--- src/rtl/exe_stage_mc.sv ---
// MIPS execute stage: operand forwarding, single-cycle ALU and a shift-add
// multiplier, with the result held in a valid/ready output register.
module exe_stage_mc #(
    parameter int WIDTH = 32
) (
    input  logic             clk,
    input  logic             rst_n,
    input  logic             flush,
    input  logic             in_valid,
    output logic             in_ready,
    input  logic [3:0]       exe_cmd,
    input  logic [WIDTH-1:0] val1,
    input  logic [WIDTH-1:0] val2,
    input  logic [WIDTH-1:0] mem_alu_result,
    input  logic [WIDTH-1:0] wb_result_wb,
    input  logic [1:0]       src1_decider,
    input  logic [1:0]       src2_decider,
    output logic             out_valid,
    input  logic             out_ready,
    output logic [WIDTH-1:0] alu_result,
    output logic             zero,
    output logic             busy
);
    localparam int SHW = $clog2(WIDTH);

    localparam logic [3:0] CMD_ADD = 4'b0000;
    localparam logic [3:0] CMD_SUB = 4'b0001;
    localparam logic [3:0] CMD_AND = 4'b0010;
    localparam logic [3:0] CMD_OR  = 4'b0011;
    localparam logic [3:0] CMD_NOR = 4'b0100;
    localparam logic [3:0] CMD_XOR = 4'b0101;
    localparam logic [3:0] CMD_SLL = 4'b0110;
    localparam logic [3:0] CMD_SRL = 4'b0111;
    localparam logic [3:0] CMD_SRA = 4'b1000;
    localparam logic [3:0] CMD_SLT = 4'b1001;
    localparam logic [3:0] CMD_MUL = 4'b1100;

    typedef enum logic {IDLE, MUL_BUSY} state_t;

    state_t           state_q, state_d;
    logic [WIDTH-1:0] mcand_q, mcand_d;
    logic [WIDTH-1:0] mplier_q, mplier_d;
    logic [WIDTH-1:0] acc_q, acc_d;
    logic [SHW-1:0]   cnt_q, cnt_d;
    logic [WIDTH-1:0] res_q, res_d;
    logic             zero_q, zero_d;
    logic             out_valid_q, out_valid_d;

    logic [WIDTH-1:0] src1, src2, alu_comb, acc_next;
    logic [SHW-1:0]   shamt;
    logic             accept;

    function automatic logic [WIDTH-1:0] fwd_sel(input logic [1:0] dec,
                                                 input logic [WIDTH-1:0] rf,
                                                 input logic [WIDTH-1:0] mem,
                                                 input logic [WIDTH-1:0] wb);
        case (dec)
            2'd0:    return rf;
            2'd1:    return mem;
            2'd2:    return wb;
            default: return '0;
        endcase
    endfunction

    assign src1  = fwd_sel(src1_decider, val1, mem_alu_result, wb_result_wb);
    assign src2  = fwd_sel(src2_decider, val2, mem_alu_result, wb_result_wb);
    assign shamt = src2[SHW-1:0];

    always_comb begin
        alu_comb = '0;
        case (exe_cmd)
            CMD_ADD: alu_comb = src1 + src2;
            CMD_SUB: alu_comb = src1 - src2;
            CMD_AND: alu_comb = src1 & src2;
            CMD_OR:  alu_comb = src1 | src2;
            CMD_NOR: alu_comb = ~(src1 | src2);
            CMD_XOR: alu_comb = src1 ^ src2;
            CMD_SLL: alu_comb = src1 << shamt;
            CMD_SRL: alu_comb = src1 >> shamt;
            CMD_SRA: alu_comb = $unsigned($signed(src1) >>> shamt);
            CMD_SLT: alu_comb = {{(WIDTH-1){1'b0}}, $signed(src1) < $signed(src2)};
            default: alu_comb = '0;
        endcase
    end

    // A held result blocks acceptance unless it is being retired this same edge.
    assign in_ready = (state_q == IDLE) && (!out_valid_q || out_ready);
    assign accept   = in_valid && in_ready && !flush;
    assign acc_next = acc_q + (mplier_q[0] ? mcand_q : '0);

    always_comb begin
        state_d     = state_q;
        mcand_d     = mcand_q;
        mplier_d    = mplier_q;
        acc_d       = acc_q;
        cnt_d       = cnt_q;
        res_d       = res_q;
        zero_d      = zero_q;
        out_valid_d = out_valid_q;
        if (flush) begin
            state_d     = IDLE;
            out_valid_d = 1'b0;
            cnt_d       = '0;
        end else begin
            case (state_q)
                IDLE: begin
                    if (accept) begin
                        if (exe_cmd == CMD_MUL) begin
                            state_d     = MUL_BUSY;
                            mcand_d     = src1;
                            mplier_d    = src2;
                            acc_d       = '0;
                            cnt_d       = '0;
                            out_valid_d = 1'b0;
                        end else begin
                            res_d       = alu_comb;
                            zero_d      = (alu_comb == '0);
                            out_valid_d = 1'b1;
                        end
                    end else if (out_valid_q && out_ready) begin
                        out_valid_d = 1'b0;
                    end
                end
                MUL_BUSY: begin
                    acc_d    = acc_next;
                    mcand_d  = mcand_q << 1;
                    mplier_d = mplier_q >> 1;
                    cnt_d    = cnt_q + SHW'(1);
                    // Last bit folds into the result directly, so it lands WIDTH cycles after accept.
                    if (cnt_q == SHW'(WIDTH-1)) begin
                        res_d       = acc_next;
                        zero_d      = (acc_next == '0);
                        out_valid_d = 1'b1;
                        state_d     = IDLE;
                        cnt_d       = '0;
                    end
                end
                default: state_d = IDLE;
            endcase
        end
    end

    always_ff @(posedge clk or negedge rst_n) begin
        if (!rst_n) begin
            state_q     <= IDLE;
            mcand_q     <= '0;
            mplier_q    <= '0;
            acc_q       <= '0;
            cnt_q       <= '0;
            res_q       <= '0;
            zero_q      <= 1'b1;
            out_valid_q <= 1'b0;
        end else begin
            state_q     <= state_d;
            mcand_q     <= mcand_d;
            mplier_q    <= mplier_d;
            acc_q       <= acc_d;
            cnt_q       <= cnt_d;
            res_q       <= res_d;
            zero_q      <= zero_d;
            out_valid_q <= out_valid_d;
        end
    end

    assign out_valid  = out_valid_q;
    assign alu_result = res_q;
    assign zero       = zero_q;
    assign busy       = (state_q == MUL_BUSY);

endmodule

--- config.mk ---
export PLATFORM = sky130hd
export DESIGN_NAME = exe_stage_mc
export DESIGN_NICKNAME = d
export VERILOG_FILES = /design/src/rtl/exe_stage_mc.sv
export SDC_FILE = /design/constraint.sdc
export NUM_CORES = 1
export LEC_CHECK = 0
export BUFFER_PORTS_ARGS = -buffer_cell sky130_fd_sc_hd__buf_4
export CAP_MARGIN = 5
export CORE_MARGIN = 4
export CORE_UTILIZATION = 40
export CTS_BUF_LIST = sky130_fd_sc_hd__clkbuf_2 sky130_fd_sc_hd__clkbuf_4 sky130_fd_sc_hd__clkbuf_8
export DETAILED_ROUTE_END_ITERATION = 16
export GPL_TIMING_DRIVEN = 0
export MAX_ROUTING_LAYER = met4
export SLEW_MARGIN = 10
export SYNTH_ARGS = -nofsm -noshare
export SYNTH_HDL_FRONTEND = slang
export SYNTH_SLANG_ARGS = --single-unit
--- constraint.sdc ---
create_clock -name clk -period 4.8 [get_ports clk]
set_input_delay 1.2 -clock clk [delete_from_list [all_inputs] [get_ports clk]]
set_output_delay 1.2 -clock clk [all_outputs]
set_load 0.005 [all_outputs]
=== Word level (Yosys, flattened, before mapping) ===
Cells that the tools add are included.

* Register bits after elaboration: 136
* Latch bits: 0
* Memory bits (writable): 0
* Memory bits (read-only): 0
* Input port bits: 141
* Output and inout port bits: 36
* Memories kept: 0

* Add/subtract/negate cells: 4
* Multipliers: 0
* Divide/modulo/power cells: 0
* $lt $le $gt $ge: 1
* Equal/unequal tests: 23
* Shifts and indexed selects: 3
* Multiplexer cells: 37
* Bitwise logic cells: 6
* Reductions and logical operators: 16

{| class="wikitable"
|+ Operators by type and width
! cell !! count
|-
| $mux W32 || 10
|-
| $pmux W32 S10 || 1
|-
| $pmux W32 S2 || 4
|-
| $pmux W32 S3 || 2
|-
| $add A32 B32 Y32 || 2
|-
| $logic_not A32 Y1 || 2
|-
| $and A32 B32 Y32 || 1
|-
| $lt A32 B32 Y1 || 1
|-
| $not A32 Y32 || 1
|-
| $or A32 B32 Y32 || 1
|-
| $shl A32 B5 Y32 || 1
|-
| $shr A32 B5 Y32 || 1
|-
| $sshr A32 B5 Y32 || 1
|-
| $sub A32 B32 Y32 || 1
|-
| $xor A32 B32 Y32 || 1
|-
| $mux W5 || 4
|-
| $eq A4 B3 Y1 const B || 4
|-
| $eq A4 B4 Y1 const B || 3
|-
| $mux W1 || 12
|-
| $pmux W5 S2 || 1
|-
| $eq A4 B2 Y1 const B || 2
|-
| $ne A3 B2 Y1 const B || 2
|-
| $pmux W1 S2 || 3
|-
| $add A5 B1 Y5 const B || 1
|-
| other kinds (17) || 28
|}

=== Depth between registers and ports, before layout ===
Gate-level depths: netlist of run 1.

* Depth in word-level cells: 9
* Mapped depth: 22
* Gate-level depth less buffers: 18

=== Worst setup path before layout of run 1 ===
No wires, ideal clock.

* Path kind: input to register
* From: in src2_decider[1]
* To: reg zero_q, in the netlist zero
* Library setup time: 0.060 ns
* Arrival time: 6.099 ns
* Data required time: 4.740 ns
* Setup slack: -1.359 ns
* Cell stages on the path: 20
* Path through: buf_2 mux2i_1 a2bb2oi_1 buf_2 buf_1 clkbuf_1 ha_1 clkbuf_1 nor3b_1 o31ai_1 a2111oi_0 a211oi_1 nor2b_1 o221ai_1 mux2_2 nand4bb_1 or4_1 or3_1 nor4_1 a21o_1

* Longest elaborated chain between the ends: 9

{| class="wikitable"
|+ Ends and longest elaborated chain
! item !! RTL line !! text
|-
| from (decl) || 17 || <nowiki>input logic [1:0] src2_decider,</nowiki>
|-
| $eq A2 B2 Y1 (tied with other cells) || 57 || <nowiki>case (dec)</nowiki>
|-
| $pmux W32 S3 * || 57 ||
|-
| branches (longest 2 deep; another with $sub A32 B32 Y32) || -- ||
|-
| $pmux W32 S10 * || 71 || <nowiki>case (exe_cmd)</nowiki>
|-
| $logic_not A32 Y1 * || 117 || <nowiki>zero_d = (alu_comb == '0);</nowiki>
|-
| $mux W1 * || 108 || <nowiki>if (exe_cmd == CMD_MUL) begin</nowiki>
|-
| $mux W1 * || 107 || <nowiki>if (accept) begin</nowiki>
|-
| $pmux W1 S2 * || 105 || <nowiki>case (state_q)</nowiki>
|-
| to (signal assigned) || 160 || <nowiki>zero_q <= zero_d;</nowiki>
|-
| to (decl) || 46 || <nowiki>logic zero_q, zero_d;</nowiki>
|}

Mark *: on every way between the ends. The select of a mux whose other input is x is not followed.
A chain may end at the register's enable or synchronous reset.

=== Worst setup path in the final report of run 1 ===
Ends and elaborated chain as after synthesis.

==> reports/qor.yml, run 1 <==
outcome: "complete, but fails checks"
failed_checks: "setup timing"
final_common_cell: "buf_4"
syn_area_sq_um: 18200
startpoint_type: "input port"
synthFlopType: "dfrtp_1"
finalInstanceArea_sq_um: 24500
setup_viol: 17
async_flop_share_pct: 100
overflow: 0
io_pins: 177
drc: 0
hold_class: "reg2reg"
cts_root_buffer: "clkbuf_8"
slew_headroom_pct: 12.3
tightest_slew_ps: 1310
synth_enable_flop_cells: 0
synth_top_area_share_pct: 18.5
clockBufferDepth: 2
syn_inst: 2480
fin_crit_sh_pct: 115
clock.fmax_mhz: 181
synth-seq-area-share_pct: 18.7
drt_first_pass_iters: 9
chipWidth_um: 222
ir_drop_mv: 0.236
cts_buffers: 17
yosys-top-cells-area: "dfrtp_1 19%, ha_1 9.3%, mux2i_1 8.6%, o21ai_0 6.3%, a21oi_1 6.3%"
dp.cells: 3250
syn_avg_cell_area_sq_um: 7.35
cp.required_ps: 5210
ant_nets: 0
hold_viol: 0
power_density_nw_per_um2: 254
vias: 24055
cp_max_fo: 10
dp_slack_ps: -2780
setup_tns_ps: -1850
clkLatencyLatePin_ps: 480
die_height_um: 222
crit_path_end_kind: "flip-flop"
drive_gt1_share_pct: 24.9
synth_seq_cells: 136
synthToLayoutAreaGrowth_pct: 34.3
grt_pass1_vias: 22016
final_nets: 3081
start_util_pct: 40.9
fin_ws_ps: -724
drt-wirelength-per-cell_um: 33.1
cts_tree: "yes"
floorplan.die_area_sq_um: 49100
drt-total-wl_um: 113000
rsz0062_at_grt: "true"
ys_types: 90
dp_hpwl_um: 86800
power.total_mw: 6.23
worst_hold_slack_ps: 470
final_cells: 3410
gp_congestion: 1.11
min_period_ps: 5520
htree_levels: 4
final_cell_mix: "296 x buf_4, 245 x nor2_1, 243 x nand2_1"
finClkSkew_ps: 17.5
place_area_sq_um: 20900
path_class: "in2reg"
worstPathArrival_ps: 5930
yosys_warnings: 0
fin_util_pct: 54.9
drt-vias-per-instance: 7.05
synth_top_area_cell: "dfrtp_1"
grt_pass1_wl_um: 156000
fp.coreArea_sq_um: 44600
cts_sinks: 136
ctsHoldBuffers: 0
p_leak_nw: 10.6
drt_iter0_drc: 3833
cap_viol_max_count: 0
clkTransAtPathRegs_ps: 70
row_count: 77
antenna_found_initial: 5
grt_max_degree: 80
grt_use_total_pct: 43.5
syn-num-nets: 2759
finalMaxSlewViolations: 0
portBuffers: 172
==> report_power, final <==
group / internal, mW / switching [mW] / total (mW)
combinational: 1.32 / 2.29 / 3.61
sequential: 1.34 / 0.135 / 1.47
clock: 0.673 / 0.476 / 1.15
==> critical path: stages <==
cell	delay [ps]
buf_12	130
mux2i_2	290
a2bb2oi_4	250
inv_2	160
nor2_2	490
clkbuf_1	640
a311oi_1	200
a211oi_1	470
a2111oi_0	250
a211oi_2	710
and3_1	260
nand4_1	90
or3_4	380
nor4_4	250
a21o_1	160
==> cell families (layout without fill, tap and decap cells) <==
logic type / after synthesis / after routing / share of synthesized area [%]
buffers and inverters: 285 / 618 / 6.17
adder cells (fa/ha/maj): 138 / 138 / 9.59
AND/OR/NAND/NOR: 756 / 756 / 19.2
multiplexers: 174 / 174 / 9.93
AO/OA/AOI/OAI: 952 / 952 / 34.6
other: 0 / 5 / 0
flip-flops: 136 / 136 / 18.7
XOR/XNOR: 39 / 39 / 1.87
==> worst paths after layout <==
path	from	end	slack [ps]	cells after the start
setup reg to reg	mplier_q[0]	zero	-20	16
min in group asynchronous	rst_n	alu_result[31]	690	1
hold / removal	cnt_q[3]	cnt_q[3]	470	1
hold reg to reg	cnt_q[3]	cnt_q[3]	470	1
setup / recovery	src2_decider[1]	zero	-720	15
max in group asynchronous	rst_n	mplier_q[26]	3270	2
==> metal layers <==
layer | vias to the layer above | GRT usage (%) | wire length, um
met4 | 0 | 22.2 | 8180
li1 | 9942 | - | -
met2 | 1958 | 62.2 | 46600
met5 | - | - | 0
met1 | 11650 | 56.6 | 44200
met3 | 505 | 11.6 | 14000
==> area by class of cell <==
cell class / instances / area, sq um
clock inverter: 8 / 168
multi-input combinational: 2059 / 15700
buffer: 176 / 1330
sequential: 136 / 3400
clock buffer: 22 / 297
tap: 592 / 741
timing repair buffer: 310 / 2480
antenna: 5 / 12.5
inverter: 102 / 395
fill: 4067 / 20100
==> cells in the mapped netlist (11+ instances only) <==
master,number
nor2_1,250
nand2_1,245
o21ai_0,229
a21oi_1,228
mux2i_1,157
dfrtp_1,135
ha_1,135
clkbuf_1,129
inv_1,98
o22ai_1,53
a211oi_1,52
and2_1,41
nor3_1,41
o2bb2ai_1,35
a21o_1,32
buf_2,28
nand3_1,28
xnor2_1,27
o211ai_1,25
a22o_1,24
buf_1,23
o221ai_1,23
o31ai_1,23
a31oi_1,22
a221oi_1,21
nand2b_1,20
nor2b_1,19
nor4_1,19
a221o_1,18
or3_1,18
o21a_1,15
nand4_1,14
o2111ai_1,13
mux2_2,12
xor2_1,12
a22oi_1,11
o21bai_1,11
or2_2,11
==> sequential cells by signal, summed over array words and instances (netlist names) <==
register and cells:
cnt_q 5, zero 1, busy 1, out_valid 1, mplier_q 32, acc_q 32
mcand_q 32, alu_result 32
==> repair_timing <==
item / in CTS / in global routing
buffers inserted: 51 / 80
gates resized for setup: 261 / 196
gates cloned: 0 / 3
hold endpoints to repair: 0 / 0
endpoints found under the setup margin: 32 / 25
pin swaps: 37 / 59
No activity file was read; power rests on OpenSTA's default activity.
==> run 2: changes to the inputs <==
Settings changed: ABC_CLOCK_PERIOD_IN_PS from default to 4800, CTS_CLUSTER_SIZE from default to 10, TNS_END_PERCENT from default to 20.
==> run 2 against run 1 <==
Effect of this change:
- the run still ends with setup timing left
- register-to-register slack got worse by 50 ps
- utilization down 1.2 points
- worst hold slack improved by 14 ps
- combinational power decreased by 3%
- clock skew rose by 2.1 ps
- routed wire length decreased by 1.4%
- setup slack worse by 55 ps
- maximum frequency is 0.99% lower
- clock-buffer cell count fell by 1
- non-clock buffer count fell by 35
- largest cell class unchanged
- largest power group unchanged
==> reports/qor.yml, run 2 (synthesis gave the netlist of run 1 again) <==
path_class: "in2reg"
dp_hpwl_um: 86200
fillCellCount: 4178
cts_tree: "yes"
ctsHoldBuffers: 0
vias: 23703
hold_class: "reg2reg"
power_density_nw_per_um2: 252
drt-vias-per-instance: 7.03
failed_checks: "setup timing"
startpoint_type: "input port"
drt-total-wl_um: 111000
fin_ws_ps: -779
final_common_cell: "buf_4"
power_frac_comb_pct: 58.0
drc: 0
synthToLayoutAreaGrowth_pct: 31.3
clkLatencyLatePin_ps: 490
min_period_ps: 5580
slew_headroom_pct: 1.82
fp.coreArea_sq_um: 44600
drt-wirelength-per-cell_um: 33.0
tightest_slew_ps: 1470
cts_root_buffer: "clkbuf_8"
worst_hold_slack_ps: 484
grt_pass1_wl_um: 156000
worstPathArrival_ps: 6000
clkPwrFrac_pct: 17.7
overflow: 0
p_sw_mw: 2.88
hold_viol: 0
portBuffers: 172
setup_viol: 22
row_count: 77
cts_buffers: 17
gp_congestion: 1.12
ir_drop_mv: 0.234
grt_use_total_pct: 43.7
die_height_um: 222
drive_gt1_share_pct: 22.8
clock.fmax_mhz: 179
grt_max_degree: 89
rsz0062_at_grt: "true"
start_util_pct: 40.9
power.total_mw: 6.03
cap_viol_max_count: 0
final_cell_mix: "261 x buf_4, 247 x nor2_1, 245 x nand2_1"
register_area_sq_um: 3400
internal-power_mw: 3.15
drt_iter0_drc: 3841
p_leak_nw: 10.4
antenna_found_initial: 5
chipWidth_um: 222
outcome: "complete, but fails checks"
cts_sinks: 136
cp_max_fo: 10
setup_tns_ps: -3310
finalMaxSlewViolations: 0
fin_crit_sh_pct: 116
grt_pass1_vias: 22121
drt_first_pass_iters: 9
swShare_pct: 47.7
floorplan.die_area_sq_um: 49100
p_seq_share_pct: 24.3
ant_nets: 0
multiInputGateArea_sq_um: 15500
clkTransAtPathRegs_ps: 80
crit_path_end_kind: "flip-flop"
fin_util_pct: 53.7
finClkSkew_ps: 19.5
htree_levels: 4
final_nets: 3046
clockBufferDepth: 2
io_pins: 177
cp.required_ps: 5230
run 2: worst paths after layout:
| kind | start | end | slack, ps | cells past startpoint |
|---|---|---|---|---|
| worst max-delay path | src1_decider[0] | zero | -780 | 18 |
| worst min-delay path | mplier_q[20] | mplier_q[20] | 480 | 2 |
| worst max register to register | mplier_q[0] | zero | -70 | 16 |
| worst min register to register | mplier_q[20] | mplier_q[20] | 480 | 2 |
| max in group asynchronous | rst_n | mplier_q[27] | 3330 | 2 |
| min in group asynchronous | rst_n | acc_q[28] | 660 | 1 |
run 2: power by group through the flow:
stage                     clock network (mW)  registers [mW]  logic [mW]
final                                   1.07            1.47        3.50
after floorplan                            0            1.45        1.67
after detailed placement                   0            1.48        2.85
after global placement                     0            1.47        2.84
after CTS                               1.06            1.46        3.22
after global routing                    1.12            1.48        3.60
run 2: repair_timing:
item,4_1_cts,5_1_grt
hold endpoints to repair,0,0
pin swaps,56,44
setup endpoints to repair,32,23
gates resized for setup,302,81
setup buffers,76,19
run 2: layout make-up:
cell class	count	share of cell area, %
Multi-Input combinational cell	2059	64.7
Sequential cell	136	14.2
Timing Repair Buffer	274	9.03
Buffer	177	5.52
Tap cell	592	3.09
Inverter	102	1.66
Clock buffer	21	1.21
Clock inverter	11	0.606
Antenna cell	1	0.0105
run 2: layer usage:
layer	up-vias	part of all wire, %	routed length (um)	track usage, %
li1	9856	-	-	-
met1	11587	40	44300	57.9
met2	1838	41	45800	61.7
met3	422	12	13500	10.8
met4	0	7.0	7820	22.7
met5	-	0	0	-
run 2: worst max-delay path, stage by stage:
cell,delay [ps]
buf_6,120
buf_4,250
buf_6,260
o2bb2ai_2,190
ha_1,370
clkbuf_4,240
inv_2,110
a21oi_4,250
o31ai_4,150
a41oi_2,230
o211ai_1,370
a211oi_2,360
o2111ai_4,270
a211oi_4,400
nand3_1,160
or4_4,600
nor4_4,270
a21o_1,160
run 2: through the flow:
stage               std cells  cell area, sq um  worst slack, ps
finish                   3373             23900             -779
global route             3373             23900             -707
CTS                      3355             23500             -527
detailed placement       3251             20900            -3110
global placement         3244             20800            -3250
floorplan                2480             18700             -546
